`src/rtl/alu_wb.sv`:
```
// alu_wb: ALU result-commit stage.
// Holds the architectural flag register, buffers up to two register-file
// writes in order, drains them through a stallable write port, and reports
// which registers still have a write in flight.
module alu_wb #(
  parameter int WIDTH = 32,
  parameter int RADDR = 4
) (
  input  logic                  clk,
  input  logic                  reset,
  input  logic                  in_valid,
  output logic                  in_ready,
  input  logic [RADDR-1:0]      in_ra,
  input  logic [WIDTH-1:0]      in_res,
  input  logic [7:0]            in_fo,
  input  logic                  in_wb_en,
  input  logic                  in_flag_en,
  input  logic                  ext_flag_we,
  input  logic [7:0]            ext_flag_di,
  output logic [7:0]            flags,
  output logic                  rf_wr_en,
  output logic [RADDR-1:0]      rf_wr_addr,
  output logic [WIDTH-1:0]      rf_wr_data,
  input  logic                  rf_wr_ack,
  output logic [(1<<RADDR)-1:0] pending
);

  typedef struct packed {
    logic [RADDR-1:0] addr;
    logic [WIDTH-1:0] data;
  } entry_t;

  // Queue state: occupancy, head slot index, and the two storage slots.
  logic [1:0] count_q, count_d;
  logic       rd_ptr_q, rd_ptr_d;
  entry_t     entry_q [2];
  entry_t     entry_d [2];
  logic [7:0] flags_q, flags_d;

  logic xfer;
  logic push;
  logic pop;
  logic wr_slot;

  // Handshake, push/pop decode and the tail slot for the next push.
  always_comb begin
    in_ready = (count_q != 2'd2);
    xfer     = in_valid && in_ready;
    push     = xfer && in_wb_en;
    pop      = (count_q != 2'd0) && rf_wr_ack;
    // The tail sits one slot past the head when exactly one entry is held.
    wr_slot  = rd_ptr_q ^ count_q[0];
  end

  // Next queue occupancy, head pointer and slot contents.
  always_comb begin
    // NOTE: every variable gets a default first so no path leaves it unassigned and infers a latch.
    count_d    = count_q;
    rd_ptr_d   = rd_ptr_q;
    entry_d[0] = entry_q[0];
    entry_d[1] = entry_q[1];
    if (push) begin
      entry_d[wr_slot] = '{addr: in_ra, data: in_res};
    end
    if (pop) begin
      rd_ptr_d = ~rd_ptr_q;
    end
    case ({push, pop})
      2'b10:   count_d = count_q + 2'd1;
      2'b01:   count_d = count_q - 2'd1;
      default: count_d = count_q;
    endcase
  end

  // Next flag value: the external load overrides an ALU update in the same cycle.
  always_comb begin
    flags_d = flags_q;
    if (ext_flag_we) begin
      flags_d = ext_flag_di;
    end else if (xfer && in_flag_en) begin
      flags_d = in_fo;
    end
  end

  // Control state with synchronous reset; a transfer in a reset cycle is dropped.
  always_ff @(posedge clk) begin
    // NOTE: state registers use non-blocking assignments so every flop samples pre-edge values.
    if (reset) begin
      count_q  <= 2'd0;
      rd_ptr_q <= 1'b0;
      flags_q  <= 8'h00;
    end else begin
      count_q  <= count_d;
      rd_ptr_q <= rd_ptr_d;
      flags_q  <= flags_d;
    end
  end

  // Slot storage; contents are only meaningful under count_q.
  always_ff @(posedge clk) begin
    // NOTE: the data slots are deliberately not reset; occupancy alone decides validity.
    entry_q[0] <= entry_d[0];
    entry_q[1] <= entry_d[1];
  end

  // Write port, flag output and pending-write bitmap.
  always_comb begin
    flags      = flags_q;
    rf_wr_en   = (count_q != 2'd0);
    rf_wr_addr = entry_q[rd_ptr_q].addr;
    rf_wr_data = entry_q[rd_ptr_q].data;
    pending    = '0;
    for (int i = 0; i < 2; i++) begin
      if ((count_q == 2'd2) || ((count_q == 2'd1) && (rd_ptr_q == 1'(i)))) begin
        pending[entry_q[i].addr] = 1'b1;
      end
    end
  end

endmodule

```
`config.mk`:
```
export PLATFORM = sky130hd
export DESIGN_NAME = alu_wb
export DESIGN_NICKNAME = d
export VERILOG_FILES = /design/src/rtl/alu_wb.sv
export SDC_FILE = /design/constraint.sdc
export NUM_CORES = 1
export LEC_CHECK = 0
export BUFFER_PORTS_ARGS = -buffer_cell sky130_fd_sc_hd__buf_2
export CORE_ASPECT_RATIO = 0.8
export CORE_MARGIN = 5
export CORE_UTILIZATION = 30
export CTS_CLUSTER_DIAMETER = 60
export DETAILED_ROUTE_END_ITERATION = 10
export PLACE_DENSITY_LB_ADDON = 0.08
export SYNTH_ARGS = -nofsm -noshare
export SYNTH_HDL_FRONTEND = slang
export SYNTH_SLANG_ARGS = --single-unit
export TNS_END_PERCENT = 5
```
`constraint.sdc`:
```
create_clock -name clk -period 3.5 [get_ports clk]
set_input_delay 0.175 -clock clk [delete_from_list [all_inputs] [get_ports clk]]
set_output_delay 0.175 -clock clk [all_outputs]
set_load 0.02 [all_outputs]
```
==> qor.yml <==
cells_and_area:
  fillers: 1130
  n_antenna_cell: 0
  final_common_cell: "buf_2"
  drive_gt1_frac: 0.536
  final_cell_mix: "buf_2 (120), edfxtp_1 (72), mux2_2 (42)"
  stdcell_area_mm2: 0.00455
  fin_nets: 409
  syn_to_final_growth_pct: 31.3
floorplanning:
  die_y_um: 106
  row_count: 35
  dieArea_mm2: 0.0138
  io_pins: 121
  core_area_mm2: 0.0114
  start_util: 0.303
  chipWidth_um: 130
grt:
  grt_usage: 0.113
  grt_pass1_vias: 2291
  grt_overflow: 0
  antenna_found_initial: 0
  grt_first_pass_wirelength_um: 11900
  grt_max_degree: 39
detailed_routing:
  drc: 0
  routed_via_density: 4.47
  drtPass1Iterations: 4
  wl_per_cell_um: 15.5
  route.vias.total: 2229
  drtIter0Drc: 63
  antenna_left: 0
  wl_um: 7730
flow_run:
  maxCapViolCount: 0
cts:
  h-tree-depth: 3
  clk_pin_slew_ps: 60
  clockBufferDepth: 2
  numCtsBuffers: 9
  clock_sinks: 84
  cts_tree: "built"
  hold_buffers: 0
  clockRootBuffer: "clkbuf_16"
  cts_setup_buffers: 0
  cts_resized: 0
  clkLatencyLatePin_ps: 320
timing:
  hold_viol_final: 0
  worstMarginPinSlew_ps: 956
  rsz0062_at_grt: "no"
  slew-limit-headroom: 0.362
  fmaxAchievable_mhz: 459
  setup_violations: 0
  finalCriticalPeriod_ps: 2180
  drv_slew: 0
  setup-tns-final_ps: 0
  skew_ps: 6.32
  post-route-period-util: 0.623
critical_path:
  cp.arrival_ps: 2010
  crit_path_max_incr_delay_ps: 410
  cp-endpoint: "pending[1]"
  cp_slowest_cell: "or3b_4"
  crit_chain: "inv_1 -> ha_1 -> a21o_2 -> or3b_4 -> o22ai_1 -> buf_2"
  r2r-start: "count_q[0]$_SDFFE_PP0P_"
  reg2reg_depth: 6
  worstSetupEndpointType: "primary output"
  crit_fanout: 7
  r2r_setup_slack_ps: 1460
  worstSetupPathType: "register to primary output"
  r2r_end: "entry_q[1][30]$_DFFE_PP_"
  crit_required_ps: 3320
  startpoint: "count_q[0]$_SDFFE_PP0P_"
  worst_setup_path_start_kind: "register"
yosys:
  async_reset_ff_frac: 0
  synthCells: 221
  yosysUniqueCellTypes: 28
  yosysSeqAreaShare: 0.693
  synth-main-ff-cell: "edfxtp_1"
  synth_edf_count: 72
  yosysWarnings: 0
  netlist_area_mm2: 0.00346
  syn_area_per_cell_um2: 15.7
  syn-num-nets: 284
  ys_seq_elements: 84
placed_design:
  io_buffers: 120
  dp_hpwl_um: 5430
  place.gp.congestion: 0.774
  dpl_cell_area_mm2: 0.00423
power:
  ir_drop_v: 0.000270
  power_density_mw_per_mm2: 742
  leakage_nw: 1.78
hold_path:
  hold_class: "primary input to register"
outcome:
  outcome: "finished clean"
-- metal layers --
| layer | global-route usage | vias up | share of wire |
|---|---|---|---|
| met5 | 0 | - | 0 |
| met3 | 0.0367 | 8 | 0.064 |
| met2 | 0.180 | 70 | 0.49 |
| met1 | 0.146 | 1051 | 0.44 |
| met4 | 0.0356 | 0 | 0.010 |
| li1 | - | 1100 | - |
-- how the worst min path moves through the flow --
stage,from,end,depth (start not counted)
detailed placement,in_res[28],entry_q[0][28]$_DFFE_PP_,1
floorplan,reset,flags[7]$_SDFFE_PP0P_,1
global placement,in_res[15],entry_q[0][15]$_DFFE_PP_,1
finish,in_res[0],entry_q[0][0]$_DFFE_PP_,1
global route,in_res[0],entry_q[1][0]$_DFFE_PP_,1
CTS,in_res[12],entry_q[1][12]$_DFFE_PP_,1
-- cell usage after synthesis, types with 4 or more instances --
cell type / number / area share
o22ai_1: 16 / 0.029
o211ai_1: 4 / 0.0087
a211oi_1: 9 / 0.020
inv_1: 7 / 0.0076
dfxtp_1: 12 / 0.069
nand2_1: 4 / 0.0043
buf_2: 4 / 0.0058
edfxtp_1: 72 / 0.62
a21oi_1: 8 / 0.012
nor2_1: 13 / 0.014
ha_1: 4 / 0.014
mux2_2: 42 / 0.14
-- flip-flops by register name, indices dropped and copies added (netlist names), named ones only --
name and flops:
count_q 2, entry_q 72, flags 8, rd_ptr_q 1
-- critical path: cells and delay by family, from the launching register on --
kind	cells	cell delay [ps]
simple gates	1	410
compound gates	2	350
flops	1	340
buf+inv	2	280
fa+ha+maj	1	280
-- logic make-up after synthesis --
| group | after synthesis | share of synthesized area |
|---|---|---|
| flops | 84 | 0.693 |
| mux | 42 | 0.137 |
| compound gates | 40 | 0.0740 |
| simple gates | 32 | 0.0495 |
| buf+inv | 15 | 0.0220 |
| xor+xnor | 4 | 0.0101 |
| fa+ha+maj | 4 | 0.0144 |
-- power breakdown --
group / leakage (nW) / switching [mW] / internal [mW]
clock: 0.155 / 0.360 / 0.621
sequential: 0.759 / 0.117 / 1.28
combinational: 0.868 / 0.591 / 0.407
-- through the flow --
step / util / hold WS [ps] / power (mW) / std cells / setup WS (ps)
floorplan: - / 248 / 2.08 / 221 / 404
global placement: 0.370 / 365 / 2.44 / 483 / 1480
detailed placement: 0.370 / 367 / 2.44 / 483 / 1450
CTS: 0.398 / 19.4 / 3.44 / 499 / 1300
global route: 0.398 / 11.6 / 3.57 / 499 / 1170
finish: 0.398 / 32.3 / 3.37 / 499 / 1320
-- cell type report --
type	count	area, µm²	share of cell area
flip-flops and latches	84	2400	0.528
multi-input cells	122	1000	0.220
repair buffers	122	616	0.135
clock buffers	9	225	0.0495
well taps	148	185	0.0407
clock inverters	7	91.3	0.0201
inverters	7	26.3	0.00578
No activity file was read; power rests on OpenSTA's default activity.
